===== src/rtl/mem_access_unit.sv =====
// mem_access_unit: EX/MEM data-memory access with ack timeout, write-back and PC redirect (in: pipeline op, dmem ack/rdata; out: dmem req/we/addr/wdata, stall, wb, redirect, misaligned, bus_error)
module mem_access_unit #(
  parameter int TIMEOUT = 16
) (
  input  logic        clk,
  input  logic        reset,
  input  logic        in_valid,
  input  logic [31:0] alu_result_w,
  input  logic [31:0] mux_output_data_or_imm,
  input  logic        mem_read,
  input  logic        mem_write,
  input  logic        result_or_branch_alu,
  input  logic        result_and_branch_alu,
  input  logic        is_jal,
  input  logic        is_jalr,
  input  logic [31:0] mux_output_pc_branch,
  input  logic [31:0] mux_output_pc_jal,
  input  logic [31:0] mux_output_pc_jalr,
  output logic        dmem_req,
  output logic        dmem_we,
  output logic [31:0] dmem_addr,
  output logic [31:0] dmem_wdata,
  input  logic        dmem_ack,
  input  logic [31:0] dmem_rdata,
  output logic        stall_o,
  output logic        wb_valid_o,
  output logic [31:0] wb_data_o,
  output logic        redirect_o,
  output logic [31:0] redirect_pc_o,
  output logic        misaligned_o,
  output logic        bus_error_o
);
  typedef enum logic {IDLE, WAIT} state_t;
  state_t     state;
  logic [7:0] cnt;
  logic       accept, mem_op, aligned, taken;
  assign accept  = state == IDLE && in_valid;
  assign mem_op  = mem_read || mem_write;
  assign aligned = alu_result_w[1:0] == 2'b00;
  assign taken   = is_jalr || is_jal || result_or_branch_alu || result_and_branch_alu;
  assign stall_o = !reset && (state == WAIT || (accept && mem_op && aligned));
  always_ff @(posedge clk or posedge reset) begin
    if (reset) begin
      state         <= IDLE;
      cnt           <= '0;
      dmem_req      <= 1'b0;
      dmem_we       <= 1'b0;
      dmem_addr     <= '0;
      dmem_wdata    <= '0;
      wb_valid_o    <= 1'b0;
      wb_data_o     <= '0;
      redirect_o    <= 1'b0;
      redirect_pc_o <= '0;
      misaligned_o  <= 1'b0;
      bus_error_o   <= 1'b0;
    end else begin
      wb_valid_o   <= 1'b0;
      redirect_o   <= 1'b0;
      misaligned_o <= 1'b0;
      if (state == IDLE) begin
        if (in_valid) begin
          if (taken) begin
            redirect_o    <= 1'b1;
            redirect_pc_o <= is_jalr ? mux_output_pc_jalr : is_jal ? mux_output_pc_jal : mux_output_pc_branch;
          end
          if (mem_op && aligned) begin
            state      <= WAIT;
            cnt        <= '0;
            dmem_req   <= 1'b1;
            dmem_we    <= mem_write && !mem_read;
            dmem_addr  <= alu_result_w;
            dmem_wdata <= mux_output_data_or_imm;
          end else begin
            wb_valid_o   <= 1'b1;
            wb_data_o    <= mem_op ? 32'h0 : alu_result_w;
            misaligned_o <= mem_op;
          end
        end
      end else if (dmem_ack) begin
        state      <= IDLE;
        dmem_req   <= 1'b0;
        dmem_we    <= 1'b0;
        wb_valid_o <= 1'b1;
        wb_data_o  <= dmem_we ? dmem_addr : dmem_rdata;
      end else if (cnt == 8'(TIMEOUT - 1)) begin
        state       <= IDLE;
        dmem_req    <= 1'b0;
        dmem_we     <= 1'b0;
        bus_error_o <= 1'b1;
        wb_valid_o  <= 1'b1;
        wb_data_o   <= '0;
      end else begin
        cnt <= cnt + 8'd1;
      end
    end
  end
endmodule


===== config.mk =====
export PLATFORM = sky130hd
export DESIGN_NAME = mem_access_unit
export DESIGN_NICKNAME = d
export VERILOG_FILES = /design/src/rtl/mem_access_unit.sv
export SDC_FILE = /design/constraint.sdc
export NUM_CORES = 1
export LEC_CHECK = 0
export CORE_MARGIN = 5
export CORE_UTILIZATION = 41
export CTS_CLUSTER_DIAMETER = 200
export DETAILED_ROUTE_END_ITERATION = 12
export PLACE_DENSITY = 0.81
export SETUP_SLACK_MARGIN = 0.02
export SLEW_MARGIN = 20
export SYNTH_ARGS = -nofsm -noshare
export SYNTH_HDL_FRONTEND = slang
export SYNTH_SLANG_ARGS = --single-unit

===== constraint.sdc =====
create_clock -name clk -period 6 [get_ports clk]
set_input_delay 1.2 -clock clk [delete_from_list [all_inputs] [get_ports clk]]
set_output_delay 1.2 -clock clk [all_outputs]
set_load 0.005 [all_outputs]

-- Yosys cells after proc, flatten, opt, wreduce, memory -nomap -nowiden
Cells that the tools add are included.
- output and inout bits: 135
- logic and storage cells: 80
- bits in registers: 143
- input port bits: 202
- bitwise gates (word level): 2
- reduce and logical (&&, ||, !) cells: 22
- mux-type cells: 38
- add/sub/neg operators: 1
- equality and inequality tests: 5
- operators by type and width (cell ; number):
    $mux 32 ; 9
    $mux 8 ; 5
    $mux 1 ; 24
    $reduce_and 3->1 ; 5
    $add 8x1->8 const B ; 1
    $eq 8x4->1 const B ; 1
    $logic_and 1x1->1 ; 6
    $ne 2x2->1 const B ; 3
    $logic_or 1x1->1 ; 5
    $reduce_and 4->1 ; 1
    $reduce_bool 2->1 ; 2
    $ne 3x2->1 const B ; 1
    $logic_not 1->1 ; 2
    $logic_not 2->1 ; 1
    $not 1->1 ; 2

-- Longest topological paths before layout
- word-level depth: 6
- gate-level depth with buffers: 7
- mapped depth without buffers: 6

-- Worst setup path before layout
Ideal clock, no wire load.
- kind: input to output
- start: in mem_write
- end: out stall_o
- data required time: 4.800 ns
- path slack: 3.084 ns
- path buffers: 0
- cell stages on the path: 3
- data arrival time: 1.716 ns
- cell sequence: or2_1 -> a31oi_1 -> nor2_1
- cells in the longest elaborated chain, start to end: 5
- RTL lines (what ; line ; RTL):
    from (decl) ; 11 ; input logic mem_write,
    $logic_or 1x1->1 ; 38 ; assign mem_op = mem_read || mem_write;
    $logic_and 1x1->1 (2 in series) ; 41 ; assign stall_o = !reset && (state == WAIT || (accept && mem_op && aligned));
    $logic_or 1x1->1 ; 41 ;
    $logic_and 1x1->1 ; 41 ;
    to (decl) ; 25 ; output logic stall_o,
No other way between the ends.

-- Worst setup path in the final report
- start: in alu_result_w[1]
- end: out stall_o
- cells in the longest elaborated chain, start to end: 4
- RTL lines (what ; line ; RTL):
    from (decl) ; 8 ; input logic [31:0] alu_result_w,
    $logic_not 2->1 ; 39 ; assign aligned = alu_result_w[1:0] == 2'b00;
    $logic_and 1x1->1 ; 41 ;
    $logic_or 1x1->1 ; 41 ;
    $logic_and 1x1->1 ; 41 ;
No other way between the ends.

==> metrics.sh <==
RESULT_OF_THE_RUN='finished clean'
CTS_ROOT_BUFFER='sky130_fd_sc_hd__clkbuf_16'
NETLIST_AREA_UM2=6830
DPL-INSTANCE-AREA_UM2=10300
SYNTH.YOSYS.SEQ_AREA_SHARE_PCT=52.4
SYN-NUM-NETS=794
DIE_WIDTH_UM=139
FIN_NETS=1116
CLOCKBUFFERDEPTH=2
FINAL_DESIGN_AREA_NO_FILL_UM2=10900
H-TREE-DEPTH=4
GRT_UTIL_MET1_PCT=25.2
CTS.REPORTEDPATHS.CLKPINSLEW_NS=0.06
YS_TOP_CELLS_BY_AREA='sky130_fd_sc_hd__dfrtp_1 (52%), sky130_fd_sc_hd__mux2_2 (11%), sky130_fd_sc_hd__mux2i_1 (9.4%)'
GRT_SETUP_UNREPAIRED='no'
AREA_GROWTH_PCT=60.0
PIN_COUNT_OF_THE_BIGGEST_NET_ENTERING_GLOBAL_ROUTING=110
IO_PINS=337
SYNTH.DISTINCT_CELLS=37
POSTCTSHOLDBUFS=0
SETUP-TNS-FINAL_NS=0
FIN_CRIT_SH_PCT=66.4
CTS_SETUP_BUFFERS=0
TIMING.CRITICAL_PATH.FANOUT_MAX=6
FINAL.SETUP_SKEW_NS=0.0101
FINALCRITICALPERIOD_NS=3.98
MULTI_INPUT_GATE_AREA_UM2=3030
DIE-AREA_UM2=19300
FIRST_PASS_ITERS=5
SYNTH_TOP_CELL_BY_AREA='sky130_fd_sc_hd__dfrtp_1'
DETAILED_PLACE_HPWL_MM=16.0
GR-USAGE-MET2_PCT=36.2
POWER_DENSITY_nW_PER_UM2=286
TIMING.SLEW.HEADROOM_PCT=28.4
GLOBALPLACE.CONGESTION=0.865
DRV_SLEW=0
HOLD_PATH_CLASS='flip-flop to flip-flop'
CTSRESIZECOUNT=0
CELLS_AFTER_SYNTHESIS=591
STD_CELL_ROWS=47
PROPORTION_OF_LAYOUT_CELLS_WITH_A_DRIVE_SUFFIX_ABOVE_1_PCT=15.5
DR_TOTAL_VIAS=5702
TRITONCTS.NUM_BUFFERS=17
DIE_HEIGHT_UM=139
TRITONCTS_CLOCK_TREE='yes'
STARTING_DENSITY_OF_THE_CORE_PCT=41.5
SYNTH.MOST_COMMON_CELL='sky130_fd_sc_hd__dfrtp_1'
TIMING_WORST_SETUP_PATH_TYPE='input port to primary output'
SETUP_VIOL=0
ANTENNA_FOUND_INITIAL=0
CLOCK.FMAX_MHz=251
GRT_UTIL_ALL_LAYERS_PCT=21.2
MET3_USAGE_PCT=6.48
CP.REQUIRED_NS=4.80
P_LEAK_nW=4.70
DRT_WIRELENGTH_MM=20.8
PLACEABLECOREAREA_UM2=16500
VIAS_PER_CELL=4.98
HOLD_VIOL=0
POSTSYNTHREGISTERBITS=143
YS.FLOP_TYPE='sky130_fd_sc_hd__dfrtp_1'
CAP_VIOL_MAX_COUNT=0
FINALHOLDWORSTSLACK_NS=0.477
GLOBALROUTEOVERFLOWTOTAL=0
CLOCK-SINKS=143
ANT_NETS=0
SYNTH-EDFF-COUNT=0
ANTENNA_CELLS_INSERTED=0
GRT_PASS1_WL_MM=32.3
VIA_COUNT_OF_THE_FIRST_GLOBAL_ROUTING_PASS=5889
POSTLAYOUTCOREUTIL_PCT=66.3
TIMING_WORST_SLEW_PIN_VALUE_NS=1.07
FF_LATCH_AREA_UM2=3580
YOSYS_WARNINGS=0
LAYOUT.FILLER_CELLS=1286
DRCVIOLATIONCOUNT=0
VDD.IR_DROP.WORST_V=0.000185
DRT_ITER0_DRC=251
SYNTH_TOP_CELLS_BY_COUNT='sky130_fd_sc_hd__dfrtp_1 (143), sky130_fd_sc_hd__nand2_1 (68), sky130_fd_sc_hd__o21ai_0 (67)'
CRITICAL_PATH.STARTPOINT_TYPE='input port'
CRIT_ARRIVAL_NS=2.78
CLK_LATENCY_NS=0.42
ROUTEDWLPERCELL_UM=18.2
YS_ASYNC_SR_FRACTION_PCT=100
SYNTH_LARGEST_TYPE_AREA_FRACTION_PCT=52.4
WORST_SETUP_PATH_END_KIND='primary output'
IO_PORT_BUFS=336
TOP_USAGE_LAYER='met2'
POST_SYNTH.CELL_AREA_AVG_UM2=11.6
## final cells by class
type	instances	area share (%)
sequential	143	32.8
timing repair buffer	343	31.3
multi-input combinational	404	27.7
clock buffer	20	4.27
tap	220	2.52
clock inverter	11	1.20
inverter	4	0.206
## layout by cell type (no fill, tap or decap), types with 3 or more instances in the layout
cell type / netlist / final
sky130_fd_sc_hd__and3_1: 3 / 3
sky130_fd_sc_hd__mux2i_1: 64 / 64
sky130_fd_sc_hd__mux2_2: 65 / 65
sky130_fd_sc_hd__nand2b_1: 4 / 4
sky130_fd_sc_hd__nand3_1: 3 / 3
sky130_fd_sc_hd__a31oi_1: 5 / 5
sky130_fd_sc_hd__clkdlybuf4s50_1: 0 / 334
sky130_fd_sc_hd__a21oi_1: 35 / 35
sky130_fd_sc_hd__nor2_1: 35 / 35
sky130_fd_sc_hd__dfrtp_1: 143 / 142
sky130_fd_sc_hd__and2_1: 3 / 3
sky130_fd_sc_hd__clkbuf_8: 0 / 3
sky130_fd_sc_hd__clkbuf_16: 0 / 17
sky130_fd_sc_hd__buf_4: 4 / 6
sky130_fd_sc_hd__o21ai_0: 67 / 67
sky130_fd_sc_hd__nand2_1: 68 / 68
sky130_fd_sc_hd__mux2_4: 29 / 29
## stage by stage
stage	instances	power [W]	setup WS, ns
floorplan	591	0.00154	0.962
global placement	1114	0.00206	2.09
detailed placement	1114	0.00208	2.03
CTS	1145	0.00315	2.02
global route	1145	0.00327	1.96
finish	1145	0.00312	2.02
## metal layers
layer	up-vias	routed length [um]
li1	2727	-
met1	2676	8120
met2	268	10400
met3	31	1740
met4	0	554
met5	-	0
## registers in the layout (all words and copies together) (netlist names)
signal and flops:
bus_error_o 1, cnt 8, dmem_addr 32, dmem_req 1, dmem_wdata 32, dmem_we 1, misaligned_o 1, redirect_o 1
redirect_pc_o 32, state 1, wb_data_o 32, wb_valid_o 1
## path summary, 6_finish.rpt
path	start	to	slack [ns]	cells after the start
setup / recovery	alu_result_w[1]	stall_o	2.02	5
hold / removal	redirect_pc_o[14]	redirect_pc_o[14]	0.48	2
setup reg to reg	cnt[0]	wb_data_o[31]	3.64	6
hold reg to reg	redirect_pc_o[14]	redirect_pc_o[14]	0.48	2
max in group asynchronous	reset	wb_data_o[25]	3.67	3
min in group asynchronous	reset	wb_data_o[6]	1.34	2
## worst max-delay path, stage by stage
cell                              delay [ns]
sky130_fd_sc_hd__clkdlybuf4s50_1        0.43
sky130_fd_sc_hd__nor2_1                 0.32
sky130_fd_sc_hd__a31oi_1                0.16
sky130_fd_sc_hd__nor2_1                 0.15
sky130_fd_sc_hd__clkdlybuf4s50_1        0.52
## power breakdown
| part | leakage [nW] | internal, W | switching, W |
|---|---|---|---|
| Sequential | 1.79 | 0.00113 | 0.000101 |
| Combinational | 2.62 | 0.000543 | 0.000282 |
| Clock | 0.291 | 0.000648 | 0.000417 |
| Total | 4.70 | 0.00232 | 0.000800 |
## cells by family (layout without fill, tap and decap cells)
logic type	Yosys count	count (layout)	synth area share (%)
compound gates	117	117	9.42
xor+xnor	1	1	0.128
fa+ha+maj	1	1	0.183
buf+inv	44	378	3.32
flops	143	143	52.4
mux	158	158	26.5
simple gates	127	127	8.05
Power figures use the tool's default switching activity.
